## config.mk

```make
export PLATFORM = sky130hd
export DESIGN_NAME = skid_fifo
export DESIGN_NICKNAME = d
export VERILOG_FILES = /design/src/rtl/skid_fifo_pkg.sv /design/src/rtl/skid_fifo_mem.sv /design/src/rtl/skid_fifo.sv
export SDC_FILE = /design/constraint.sdc
export NUM_CORES = 1
export LEC_CHECK = 0
export ABC_CLOCK_PERIOD_IN_PS = 4500
export BUFFER_PORTS_ARGS = -buffer_cell sky130_fd_sc_hd__buf_2
export CAP_MARGIN = 10
export CORE_MARGIN = 4
export CORE_UTILIZATION = 40
export DETAILED_ROUTE_END_ITERATION = 10
export GPL_TIMING_DRIVEN = 1
export PLACE_DENSITY = 0.63
export REMOVE_ABC_BUFFERS = 1
export SLEW_MARGIN = 20
export SYNTH_ARGS = -nofsm -noshare
export SYNTH_HDL_FRONTEND = slang
export SYNTH_SLANG_ARGS = --single-unit
```

## constraint.sdc

```tcl
create_clock -name clk -period 4.5 [get_ports clk]
set_input_delay 0.675 -clock clk [delete_from_list [all_inputs] [get_ports clk]]
set_output_delay 0.675 -clock clk [all_outputs]
set_load 0.02 [all_outputs]
```

## src/rtl/skid_fifo_pkg.sv

```systemverilog
// Shared constants and helpers for the skid_fifo elastic buffer.
package skid_fifo_pkg;

  function automatic int clog2(input int value);
    int r;
    r = 0;
    while ((1 << r) < value) r = r + 1;
    return r;
  endfunction

  localparam int DEPTH_DEFAULT = 4;
  localparam int AW            = clog2(DEPTH_DEFAULT);
  localparam int PTR_W         = AW + 1;

endpackage

```

## src/rtl/skid_fifo_mem.sv

```systemverilog
// DEPTH x DATA_WIDTH register array: one synchronous write port, one asynchronous read port, no reset.
module skid_fifo_mem
  import skid_fifo_pkg::*;
#(
  parameter int DATA_WIDTH = 8,
  parameter int DEPTH      = DEPTH_DEFAULT
) (
  input  logic                      clk,
  input  logic                      we,
  input  logic [clog2(DEPTH)-1:0]   waddr,
  input  logic [DATA_WIDTH-1:0]     wdata,
  input  logic [clog2(DEPTH)-1:0]   raddr,
  output logic [DATA_WIDTH-1:0]     rdata
);

  logic [DATA_WIDTH-1:0] r_mem [DEPTH];

  always_ff @(posedge clk) begin
    if (we) r_mem[waddr] <= wdata;
  end

  assign rdata = r_mem[raddr];

endmodule

```

## src/rtl/skid_fifo.sv

```systemverilog
// Valid/ready elastic buffer with registered ready_s, occupancy count, almost-full and flush.
// SKID_FIFO_BYPASS_EN adds same-cycle cut-through from data_s to data_m while empty.
module skid_fifo
  import skid_fifo_pkg::*;
#(
  parameter int DATA_WIDTH   = 8,
  parameter int DEPTH        = DEPTH_DEFAULT,
  parameter int AFULL_THRESH = 3
) (
  input  logic                    clk,
  input  logic                    rst,
  input  logic                    flush,
  input  logic                    valid_s,
  output logic                    ready_s,
  input  logic [DATA_WIDTH-1:0]   data_s,
  output logic                    valid_m,
  input  logic                    ready_m,
  output logic [DATA_WIDTH-1:0]   data_m,
  output logic [clog2(DEPTH):0]   count,
  output logic                    almost_full
);

  localparam int ADDR_W = clog2(DEPTH);
  localparam logic [ADDR_W:0] FULL_CNT  = (ADDR_W+1)'(DEPTH);
  localparam logic [ADDR_W:0] AFULL_CNT = (ADDR_W+1)'(AFULL_THRESH);
  localparam logic [ADDR_W:0] ONE       = (ADDR_W+1)'(1);

  logic [ADDR_W:0]     r_wr_ptr;
  logic [ADDR_W:0]     r_rd_ptr;
  logic [ADDR_W:0]     r_count;
  logic                r_ready_s;
  logic                r_afull;

  logic                w_accept;
  logic                w_store;
  logic                w_pop;
  logic                w_empty;
  logic [ADDR_W:0]     w_count_next;
  logic [DATA_WIDTH-1:0] w_rdata;

  assign w_empty  = (r_count == '0);
  assign w_accept = valid_s & r_ready_s;
  assign w_pop    = ~w_empty & ready_m;

`ifdef SKID_FIFO_BYPASS_EN
  logic w_pass;
  // An accepted beat on an empty buffer is offered downstream at once; it is stored only if not taken.
  assign w_pass  = w_empty & w_accept;
  assign w_store = w_accept & ~(w_pass & ready_m);
  assign valid_m = ~w_empty | w_pass;
  assign data_m  = w_empty ? data_s : w_rdata;
`else
  assign w_store = w_accept;
  assign valid_m = ~w_empty;
  assign data_m  = w_rdata;
`endif

  assign w_count_next = flush ? '0
                      : r_count + (ADDR_W+1)'(w_store) - (ADDR_W+1)'(w_pop);

  always_ff @(posedge clk) begin
    if (rst) begin
      r_wr_ptr  <= '0;
      r_rd_ptr  <= '0;
      r_count   <= '0;
      r_ready_s <= 1'b0;
      r_afull   <= 1'b0;
    end else begin
      if (flush) begin
        r_wr_ptr <= '0;
        r_rd_ptr <= '0;
      end else begin
        if (w_store) r_wr_ptr <= r_wr_ptr + ONE;
        if (w_pop)   r_rd_ptr <= r_rd_ptr + ONE;
      end
      r_count   <= w_count_next;
      r_ready_s <= (w_count_next != FULL_CNT);
      r_afull   <= (w_count_next >= AFULL_CNT);
    end
  end

  skid_fifo_mem #(
    .DATA_WIDTH (DATA_WIDTH),
    .DEPTH      (DEPTH)
  ) u_mem (
    .clk   (clk),
    .we    (w_store & ~flush),
    .waddr (r_wr_ptr[ADDR_W-1:0]),
    .wdata (data_s),
    .raddr (r_rd_ptr[ADDR_W-1:0]),
    .rdata (w_rdata)
  );

  assign ready_s     = r_ready_s;
  assign count       = r_count;
  assign almost_full = r_afull;

endmodule

```

==> impl_metrics.env, run 1 <==
export IMPL_run_status="completed"
export IMPL_met2WireLength_um=1430
export IMPL_min_period_ps=2400
export IMPL_final_setup_skew_ps=8.00
export IMPL_std_cell_rows=23
export IMPL_grt_antenna_before_repair=0
export IMPL_cts_made_buffers=5
export IMPL_power_switching_uw=158
export IMPL_grt_start_max_net_pins=14
export IMPL_min_path_cells=2
export IMPL_post_route_cell_area_um2=2050
export IMPL_ys_seq_area_frac=0.685
export IMPL_tightestPinTransition_ps=562
export IMPL_cts_max_path_buffers=2
export IMPL_power_share_switching=0.199
export IMPL_num_fill_cells=374
export IMPL_place_detailed_instances=174
export IMPL_synth_lib_cells_used_distinct=25
export IMPL_postSynth_asyncResetShare=0
export IMPL_routed_wire_length_per_instance_um=15.2
export IMPL_setup_violations=0
export IMPL_synth_edff_count=32
export IMPL_grt_use_total=0.119
export IMPL_synthTopCellsByArea="sky130_fd_sc_hd__edfxtp_1 56%, sky130_fd_sc_hd__dfxtp_1 13%, sky130_fd_sc_hd__mux4_2 10%"
export IMPL_cts_root_buf="sky130_fd_sc_hd__clkbuf_8"
export IMPL_min_path_type="flop to flop"
export IMPL_critical_path_data_arrival_time_ps=1730
export IMPL_yosysTopAreaCell="sky130_fd_sc_hd__edfxtp_1"
export IMPL_synth_warning_count=0
export IMPL_dr_total_vias=919
export IMPL_wire_length_of_the_first_global_routing_pass_um=4670
export IMPL_synthesis_area_um2=1730
export IMPL_path_class="flop to output pin"
export IMPL_seq_power_share=0.551
export IMPL_met3WireLength_um=147
export IMPL_fmaxAchievable_ghz=0.417
export IMPL_clock_tree_from_tritoncts="done"
export IMPL_avgViaCountPerCell=5.05
export IMPL_drive_gt1_frac=0.417
export IMPL_power_density_nw_per_um2=388
export IMPL_combPwrFrac=0.071
export IMPL_timing_slew_headroom=0.625
export IMPL_postCtsSetupRepairBufs=0
export IMPL_clock_insertion_delay_worst_skew_ps=290
export IMPL_timing_critical_path_to_type="output pin"
export IMPL_grt_setup_unrepaired="false"
export IMPL_count_of_input_and_output_buffers=26
export IMPL_clock_sink_count=43
export IMPL_critical_path_max_fanout=8
export IMPL_clk_pin_slew_ps=80
export IMPL_synthesis_area_per_instance_um2=17.6
export IMPL_grt_pass1_vias=956
export IMPL_timing_setup_tns_ps=0
export IMPL_ys_seq_elements=43
export IMPL_drcViolationCount=0
export IMPL_post_synth_inst_count=98
export IMPL_placed_area_um2=1930
export IMPL_drt_iter0_markers=44
export IMPL_drt_first_pass_iters=4
export IMPL_timing_reg2reg_worst_path_depth=8
export IMPL_die_w_um=73.7
export IMPL_initial_core_util=0.422
export IMPL_drv_cap=0
export IMPL_clock_power_share=0.378
export IMPL_detail_route_wirelength_met1_um=1130
export IMPL_areaGrowthSynthToFinish_pct=18.7
export IMPL_holdBufCountCts=0
export IMPL_timing_hold_violations_final=0
export IMPL_hpwl_um=1930
export IMPL_ant_nets=0
export IMPL_gp_congestion=0.796
export IMPL_timing_max_transition_violations_final=0
export IMPL_total_die_area_um2=5430
export IMPL_crit_path_start_kind="flop"
export IMPL_fin_crit_sh=0.533
export IMPL_cts_resized=0
export IMPL_boundaryPins=27
export IMPL_yosys_most_used_dff="sky130_fd_sc_hd__edfxtp_1"
export IMPL_core_area_um2=4090
export IMPL_power_ir_vdd_worst_v=0.000191
export IMPL_most_common_layout_cells="32 x sky130_fd_sc_hd__edfxtp_1, 26 x sky130_fd_sc_hd__buf_2, 11 x sky130_fd_sc_hd__dfxtp_1"
export IMPL_worst_ep_required_time_ps=3830
export IMPL_cts_htree_levels=2
export IMPL_drt_total_wl_um=2760
export IMPL_power_leakage_nw=0.760
export IMPL_layout_cells_excl_fill=182
export IMPL_p_int_uw=637
export IMPL_layout_commonest_cell="sky130_fd_sc_hd__edfxtp_1"
export IMPL_die_height_um=73.7
export IMPL_final_net_count=151
export IMPL_route_top_layer_used="met4"
export IMPL_n_antenna_cell=0
export IMPL_synth_top_cell_area_share=0.557
export IMPL_grt_remaining_overflow=0
==> layer usage <==
metal / global-route usage / vias up
li1: - / 436
met1: 0.146 / 456
met2: 0.192 / 22
met3: 0.0397 / 5
met4: 0.0483 / 0
met5: 0 / -
==> through the flow <==
stage | power, mW | utilization | hold WS (ps) | worst slack (ps)
2_1_floorplan | 0.481 | - | 562 | 2160
3_3_place_gp | 0.502 | 0.472 | 542 | 1990
3_5_place_dp | 0.504 | 0.472 | 558 | 1910
4_1_cts | 0.804 | 0.501 | 586 | 2040
5_1_grt | 0.830 | 0.501 | 589 | 1940
6_report | 0.795 | 0.501 | 584 | 2100
==> cell usage after synthesis (all sizes together) (2+ instances only) <==
| cell | number |
|---|---|
| inv | 7 |
| nor3b | 6 |
| mux4 | 8 |
| buf | 3 |
| a21oi | 3 |
| ha | 6 |
| a21bo | 2 |
| mux2 | 3 |
| nor2 | 3 |
| nor3 | 2 |
| edfxtp | 32 |
| dfxtp | 11 |
==> worst max-delay path, stage by stage, from the launching register on <==
cell and delay (ps):
sky130_fd_sc_hd__dfxtp_1 680, sky130_fd_sc_hd__mux4_2 580, sky130_fd_sc_hd__buf_2 180
==> final timing paths <==
kind / endpoint / start / slack [ps]
worst max-delay path: data_m[5] / flop / 2100
worst min-delay path: r_wr_ptr[0] / ready_s / 580
worst max register to register: ready_s / count[1] / 2140
worst min register to register: r_wr_ptr[0] / ready_s / 580
==> power by group through the flow <==
stage	Combinational (mW)	Clock [mW]	Sequential, mW
after floorplan	0.0315	0	0.449
after global routing	0.0630	0.328	0.439
after global placement	0.0551	0	0.447
final	0.0565	0.300	0.438
after detailed placement	0.0573	0	0.447
after CTS	0.0575	0.308	0.438
==> registers in the layout, summed over array words and instances (netlist names), named ones only <==
name / count
count: 3
ready_s: 1
u_mem.r_mem: 32
r_wr_ptr: 2
almost_full: 1
r_rd_ptr: 2
==> cells by family after synthesis <==
| group | count (synthesis) | share of synthesized area |
|---|---|---|
| flops | 43 | 0.685 |
| xor+xnor | 1 | 0.0138 |
| compound gates | 8 | 0.0377 |
| buf+inv | 11 | 0.0254 |
| mux | 11 | 0.124 |
| simple gates | 17 | 0.0595 |
| fa+ha+maj | 7 | 0.0551 |
==> final cells by class <==
cell class,instances,area [um^2],share of cell area
Multi-Input combinational cell,44,500,0.244
Tap cell,50,62.6,0.0305
Clock inverter,2,35.0,0.0171
Inverter,7,26.3,0.0128
Timing Repair Buffer,30,160,0.0782
Clock buffer,6,82.6,0.0403
Sequential cell,43,1180,0.577
(Power assumes the default switching activity.)
==> run 2, diff against run 1 <==
--- a/config.mk
+++ b/config.mk
@@ -5,14 +5,14 @@
 export SDC_FILE = /design/constraint.sdc
 export NUM_CORES = 1
 export LEC_CHECK = 0
-export ABC_CLOCK_PERIOD_IN_PS = 4500
+export ABC_CLOCK_PERIOD_IN_PS = 2000
 export BUFFER_PORTS_ARGS = -buffer_cell sky130_fd_sc_hd__buf_2
 export CAP_MARGIN = 10
 export CORE_MARGIN = 4
 export CORE_UTILIZATION = 40
 export DETAILED_ROUTE_END_ITERATION = 10
 export GPL_TIMING_DRIVEN = 1
-export PLACE_DENSITY = 0.63
+export PLACE_DENSITY = 0.65
 export REMOVE_ABC_BUFFERS = 1
 export SLEW_MARGIN = 20
 export SYNTH_ARGS = -nofsm -noshare
==> constraint.sdc (replaced) <==
create_clock -name clk -period 2 [get_ports clk]
set_input_delay 0.3 -clock clk [delete_from_list [all_inputs] [get_ports clk]]
set_output_delay 0.3 -clock clk [all_outputs]
set_load 0.02 [all_outputs]
==> run 2 against run 1 <==
Net effect:
- the run now ends with negative setup slack left
- wire length up 6.2%
- sequential power up 120%
- critical path type is now flop to flop
- clock skew grew 2.1 ps
- global-route usage rose by 0.28 points
- largest power group unchanged
- cell area up 6.6%
- combinational power grew to 3.3 times the previous value
==> impl_metrics.env, run 2 (synthesized netlist as in run 1, its figures left out) <==
export IMPL_run_status="finished with violations"
export IMPL_failed_checks="negative setup slack"
export IMPL_power_density_nw_per_um2=840
export IMPL_drv_cap=0
export IMPL_tightestPinTransition_ps=397
export IMPL_power_total_mw=1.83
export IMPL_grt_use_total=0.122
export IMPL_avgViaCountPerCell=4.96
export IMPL_grt_setup_unrepaired="true"
export IMPL_grt_antenna_before_repair=0
export IMPL_cts_made_buffers=5
export IMPL_p_int_mw=1.44
export IMPL_initial_core_util=0.422
export IMPL_clock_power_share=0.366
export IMPL_timing_slew_headroom=0.735
export IMPL_groute_layer_met3_usage=0.0424
export IMPL_seq_power_share=0.534
export IMPL_power_switching_uw=394
export IMPL_setup_slack_of_the_worst_register_to_register_path_ps=-230
export IMPL_gp_congestion=0.788
export IMPL_dr_total_vias=963
export IMPL_timing_hold_violations_final=0
export IMPL_combPwrFrac=0.101
export IMPL_crit_reg2reg_launch="count[1]"
export IMPL_std_cell_rows=23
export IMPL_die_height_um=73.7
export IMPL_hpwl_um=2050
export IMPL_holdBufCountCts=0
export IMPL_grt_remaining_overflow=0
export IMPL_final_setup_skew_ps=10.1
export IMPL_num_fill_cells=344
export IMPL_layout_cells_excl_fill=194
export IMPL_most_common_layout_cells="32 x sky130_fd_sc_hd__edfxtp_1, 26 x sky130_fd_sc_hd__buf_2, 15 x sky130_fd_sc_hd__buf_4"
export IMPL_min_path_type="primary input to flop"
export IMPL_drt_first_pass_iters=4
export IMPL_post_place_ws_ps=-269
export IMPL_cts_root_buf="sky130_fd_sc_hd__clkbuf_8"
export IMPL_cts_htree_levels=2
export IMPL_gr_max_usage_layer="met2"
export IMPL_timing_setup_tns_ps=-469
export IMPL_grt_start_max_net_pins=16
export IMPL_core_area_um2=4090
export IMPL_timing_reg2reg_worst_path_depth=8
export IMPL_gr_usage_met2=0.211
export IMPL_regMostFlops="u_mem.r_mem"
export IMPL_boundaryPins=27
export IMPL_crit_path_end="ready_s"
export IMPL_cp_slowest_cell="sky130_fd_sc_hd__fa_2"
export IMPL_worst_ep_required_time_ps=2170
export IMPL_critical_path_max_fanout=2
export IMPL_total_die_area_um2=5430
export IMPL_grt_pass1_vias=1023
export IMPL_crit_path_start_kind="flop"
export IMPL_cts_max_path_buffers=2
export IMPL_path_class="flop to flop"
export IMPL_fin_crit_sh=1.11
export IMPL_power_leakage_nw=0.815
export IMPL_drive_gt1_frac=0.528
export IMPL_final_core_utilization=0.534
export IMPL_critical_path_reg2reg_endpoint="ready_s"
export IMPL_clock_tree_from_tritoncts="done"
export IMPL_setup_violations=3
export IMPL_fmaxAchievable_ghz=0.449
export IMPL_clock_sink_count=43
export IMPL_drt_iter0_markers=36
export IMPL_number_of_flip_flops_in_the_largest_register=32
export IMPL_n_antenna_cell=0
export IMPL_count_of_input_and_output_buffers=26
export IMPL_critical_path_cell_chain="o31a_4 > ha_4 > inv_2 > ha_4 > inv_2 > fa_2 > inv_1 > o41a_1"
export IMPL_areaGrowthSynthToFinish_pct=26.5
export IMPL_power_share_switching=0.215
export IMPL_wire_length_of_the_first_global_routing_pass_um=4730
export IMPL_timing_critical_path_slowest_cell_delay_ps=540
export IMPL_die_w_um=73.7
export IMPL_final_net_count=163
export IMPL_clock_insertion_delay_worst_skew_ps=290
export IMPL_drt_total_wl_um=2930
export IMPL_drcViolationCount=0
export IMPL_met1_usage=0.139
export IMPL_timing_critical_path_to_type="flop"
export IMPL_critical_path_startpoint="count[1]"
export IMPL_min_period_ps=2230
export IMPL_ant_nets=0
export IMPL_critical_path_data_arrival_time_ps=2400
export IMPL_layout_commonest_cell="sky130_fd_sc_hd__edfxtp_1"
export IMPL_power_ir_vdd_worst_v=0.000346
export IMPL_worst_slack_ps=-226
export IMPL_place_detailed_instances=184
export IMPL_timing_max_transition_violations_final=0
export IMPL_clk_pin_slew_ps=90
export IMPL_routed_wire_length_per_instance_um=15.1
-- run 2: cell type report --
class	instances	area, um^2	area share
Sequential cell	43	1180	0.542
Clock inverter	3	46.3	0.0212
Tap cell	50	62.6	0.0287
Multi-Input combinational cell	44	542	0.248
Inverter	7	26.3	0.0120
Timing Repair Buffer	42	254	0.116
Clock buffer	5	68.8	0.0315
-- run 2: worst min-delay path by stage --
| stage | depth (start not counted) | from | slack (ps) | end |
|---|---|---|---|---|
| after floorplan | 0 | data_s[0] | 400 | u_mem.r_mem[0][0] |
| after global placement | 1 | data_s[3] | 510 | u_mem.r_mem[3][3] |
| after detailed placement | 1 | data_s[3] | 520 | u_mem.r_mem[0][3] |
| after CTS | 1 | data_s[1] | 200 | u_mem.r_mem[3][1] |
| after global routing | 1 | data_s[2] | 210 | u_mem.r_mem[3][2] |
| final | 1 | data_s[1] | 210 | u_mem.r_mem[3][1] |
-- run 2: per-layer routing --
metal | up-vias | part of all wire
met3 | 4 | 0.051
li1 | 463 | -
met2 | 24 | 0.52
met1 | 472 | 0.42
met5 | - | 0
met4 | 0 | 0.013
-- run 2: power by group through the flow --
stage | logic [mW] | registers, mW | clock network [mW]
after floorplan | 0.0708 | 1.01 | 0
after global placement | 0.153 | 0.997 | 0
after detailed placement | 0.160 | 0.998 | 0
after CTS | 0.182 | 0.979 | 0.688
after global routing | 0.202 | 0.981 | 0.733
final | 0.185 | 0.979 | 0.671
-- run 2: metrics by stage --
step	hold slack [ps]	cell area, um^2
2_1_floorplan	399	1710
3_3_place_gp	510	2010
3_5_place_dp	516	2010
4_1_cts	204	2180
5_1_grt	206	2180
6_report	212	2180
-- run 2: what timing repair did --
action                                  in CTS  in global routing
endpoints found under the hold margin        0                  0
pin swaps                                    3                  3
endpoints found under the setup margin       3                  3
buffers inserted                             2                  0
resized for setup                           10                  2
-- run 2: worst max-delay path: cells and delay by family (launching register included) --
family	cells	cell delay, ps
adder cells (fa/ha/maj)	3	870
AO/OA/AOI/OAI	2	770
buffers and inverters	3	150
flip-flops	1	330
==> run 3, diff against run 2 <==
--- a/config.mk
+++ b/config.mk
@@ -5,6 +5,7 @@
 export SDC_FILE = /design/constraint.sdc
 export NUM_CORES = 1
 export LEC_CHECK = 0
+export ABC_AREA = 1
 export ABC_CLOCK_PERIOD_IN_PS = 2000
 export BUFFER_PORTS_ARGS = -buffer_cell sky130_fd_sc_hd__buf_2
 export CAP_MARGIN = 10
==> run 3 against run 2 <==
Net effect:
- the run now ends clean
- maximum frequency up 15%
- clock skew down 1.5 ps
- via count up 20%
==> impl_metrics.env, run 3 <==
export IMPL_most_common_layout_cells="32 x sky130_fd_sc_hd__edfxtp_1, 28 x sky130_fd_sc_hd__nor2_1, 25 x sky130_fd_sc_hd__buf_2"
export IMPL_drcViolationCount=0
export IMPL_critical_path_max_fanout=2
export IMPL_wire_length_of_the_first_global_routing_pass_um=5370
export IMPL_n_antenna_cell=0
export IMPL_timing_hold_violations_final=0
export IMPL_cts_root_buf="sky130_fd_sc_hd__clkbuf_8"
export IMPL_synth_mux_area_frac=0
export IMPL_adder_cell_area_share_of_the_yosys_netlist=0.0548
export IMPL_post_synth_top_count_cell="sky130_fd_sc_hd__edfxtp_1"
export IMPL_clock_insertion_delay_worst_skew_ps=290
export IMPL_postSynth_asyncResetShare=0
export IMPL_path_class="flop to flop"
export IMPL_cts_max_path_buffers=2
export IMPL_power_density_nw_per_um2=787
export IMPL_tightestPinTransition_ps=371
export IMPL_crit_path_end="ready_s"
export IMPL_areaGrowthSynthToFinish_pct=24.9
export IMPL_clock_sink_count=43
export IMPL_hold_worst_slack_ps=213
export IMPL_synth_warning_count=0
export IMPL_critical_path_data_arrival_time_ps=2140
export IMPL_setup_slack_of_the_worst_register_to_register_path_ps=60
export IMPL_worst_ep_required_time_ps=2190
export IMPL_power_total_mw=1.71
export IMPL_cp_slowest_cell="sky130_fd_sc_hd__fa_1"
export IMPL_die_w_um=73.9
export IMPL_cts_made_buffers=5
export IMPL_timing_max_transition_violations_final=0
export IMPL_std_cell_rows=23
export IMPL_avgViaCountPerCell=4.68
export IMPL_critical_path_cell_chain="nor2_1 > nand2_1 > nand2_2 > inv_2 > ha_4 > inv_2 > ha_4 > inv_2 > fa_1 > inv_1 > nor2_1 > nand4_1 > nand2_1 > inv_1"
export IMPL_synthTopCellsByArea="sky130_fd_sc_hd__edfxtp_1 55%, sky130_fd_sc_hd__dfxtp_1 13%, sky130_fd_sc_hd__nor2_1 6.1%"
export IMPL_count_of_input_and_output_buffers=26
export IMPL_layout_cells_excl_fill=248
export IMPL_post_synth_inst_count=149
export IMPL_synth_top_cell_area_share=0.554
export IMPL_synth_simple_gate_area_frac=0.107
export IMPL_power_leakage_nw=0.877
export IMPL_synthXorXnorAreaFrac=0.00505
export IMPL_layout_commonest_cell="sky130_fd_sc_hd__edfxtp_1"
export IMPL_initial_core_util=0.425
export IMPL_regMostFlops="u_mem.r_mem"
export IMPL_synth_lib_cells_used_distinct=18
export IMPL_min_path_cells=2
export IMPL_drive_gt1_frac=0.328
export IMPL_place_detailed_instances=232
export IMPL_drt_total_wl_um=3280
export IMPL_clk_pin_slew_ps=80
export IMPL_timing_slew_headroom=0.752
export IMPL_ys_seq_area_frac=0.681
export IMPL_fin_crit_sh=0.972
export IMPL_synthesis_area_per_instance_um2=11.6
export IMPL_critical_path_reg2reg_endpoint="ready_s"
export IMPL_min_path_type="primary input to flop"
export IMPL_routed_wire_length_per_instance_um=13.2
export IMPL_total_die_area_um2=5460
export IMPL_crit_reg2reg_launch="count[1]"
export IMPL_post_route_cell_area_um2=2170
export IMPL_ys_seq_elements=43
export IMPL_synthTopCellsByCount="32 x sky130_fd_sc_hd__edfxtp_1, 28 x sky130_fd_sc_hd__nor2_1, 17 x sky130_fd_sc_hd__inv_1"
export IMPL_timing_reg2reg_worst_path_depth=14
export IMPL_ant_nets=0
export IMPL_yosys_most_used_dff="sky130_fd_sc_hd__edfxtp_1"
export IMPL_grt_start_max_net_pins=17
export IMPL_drv_cap=0
export IMPL_timing_critical_path_slowest_cell_delay_ps=510
export IMPL_crit_path_start_kind="flop"
export IMPL_synth_top_family_by_area="simple AND/OR/NAND/NOR gates"
export IMPL_num_fill_cells=357
export IMPL_final_net_count=217
export IMPL_grt_remaining_overflow=0
export IMPL_hpwl_um=2310
export IMPL_grt_antenna_before_repair=0
export IMPL_grt_use_total=0.133
export IMPL_placed_area_um2=1970
export IMPL_number_of_flip_flops_in_the_largest_register=32
export IMPL_run_status="completed"
export IMPL_synthesis_area_um2=1740
export IMPL_critical_path_startpoint="count[1]"
export IMPL_boundaryPins=27
export IMPL_cts_htree_levels=2
export IMPL_grt_setup_unrepaired="true"
export IMPL_setup_violations=0
export IMPL_yosysTopAreaCell="sky130_fd_sc_hd__edfxtp_1"
export IMPL_synth_edff_count=32
export IMPL_dr_total_vias=1160
export IMPL_power_ir_vdd_worst_v=0.000424
export IMPL_min_period_ps=1940
export IMPL_final_setup_skew_ps=8.56
export IMPL_clock_tree_from_tritoncts="done"
export IMPL_drt_first_pass_iters=4
export IMPL_synth_compound_gate_area_share=0.0988
export IMPL_fmaxAchievable_ghz=0.515
export IMPL_drt_iter0_markers=35
export IMPL_path_common_cell="sky130_fd_sc_hd__inv_2"
export IMPL_gp_congestion=0.786
export IMPL_core_area_um2=4090
export IMPL_grt_pass1_vias=1284
export IMPL_timing_critical_path_to_type="flop"
export IMPL_die_height_um=73.9
-- run 3: changes by cell type after synthesis, moves of 3 or more --
cell                      change
sky130_fd_sc_hd__inv_1       +10
sky130_fd_sc_hd__mux2_2       -3
sky130_fd_sc_hd__mux4_2       -8
sky130_fd_sc_hd__nand2_1     +13
sky130_fd_sc_hd__nor2_1      +25
sky130_fd_sc_hd__nor3b_1      -6
sky130_fd_sc_hd__o21ai_0     +15
sky130_fd_sc_hd__o21ai_2      +3
sky130_fd_sc_hd__o22ai_1      +8
-- run 3: kinds of logic (layout without fill, tap and decap cells) --
| family | Yosys count | after routing |
|---|---|---|
| adder cells (fa/ha/maj) | 7 | 7 |
| XOR/XNOR | 1 | 1 |
| AO/OA/AOI/OAI | 30 | 30 |
| flip-flops | 43 | 43 |
| buffers and inverters | 21 | 70 |
| AND/OR/NAND/NOR | 47 | 47 |
-- run 3: power breakdown --
group	switching, mW	internal, mW	total (mW)
logic	0.0991	0.0861	0.185
clock network	0.290	0.249	0.540
registers	0.00814	0.973	0.981
-- run 3: timing repair --
item / CTS / global route
endpoints found under the hold margin: 0 / 0
resized for setup: 9 / 3
pin swaps: 7 / 6
hold buffers: 0 / 0
setup endpoints to repair: 1 / 3
buffers inserted: 8 / 1
-- run 3: stage by stage --
| stage | utilization | setup TNS, ps | setup WS [ps] |
|---|---|---|---|
| 2_1_floorplan | - | -481 | -251 |
| 3_3_place_gp | 0.483 | 0 | 48.1 |
| 3_5_place_dp | 0.483 | -1.99 | -1.99 |
| 4_1_cts | 0.527 | -20.1 | -20.1 |
| 5_1_grt | 0.530 | -113 | -58.2 |
| 6_report | 0.530 | 0 | 56.4 |
-- run 3: area by class of cell --
type	instances	area, um^2	area share
timing repair buffer	43	268	0.124
inverter	19	71.3	0.0329
sequential	43	1180	0.547
tap	50	62.6	0.0289
multi-input combinational	85	488	0.225
clock buffer	5	68.8	0.0318
clock inverter	3	23.8	0.0110
-- run 3: worst min path at each step --
stage | start | to | slack [ps]
floorplan | rst | count[0] | 370
global placement | r_rd_ptr[1] | r_rd_ptr[1] | 500
detailed placement | r_rd_ptr[1] | flop | 500
CTS | rst | count[0] | 210
global route | data_s[0] | u_mem.r_mem[3][0] | 210
finish | rst | count[2] | 210
-- run 3: worst max-delay path: cells and delay by family, from the launching register on --
| family | cells | cell delay, ps |
|---|---|---|
| DFF | 1 | 330 |
| and+or+nand+nor | 6 | 480 |
| buffers and inverters | 5 | 220 |
| adders and majority gates | 3 | 830 |
-- run 3: routing by layer --
layer  track usage  vias to the layer above  wire length [um]
li1              -                      604                 -
met2         0.248                       21              1760
met3        0.0369                        2               129
met4        0.0463                        0                20
met1         0.142                      533              1380
met5             0                        -                 0
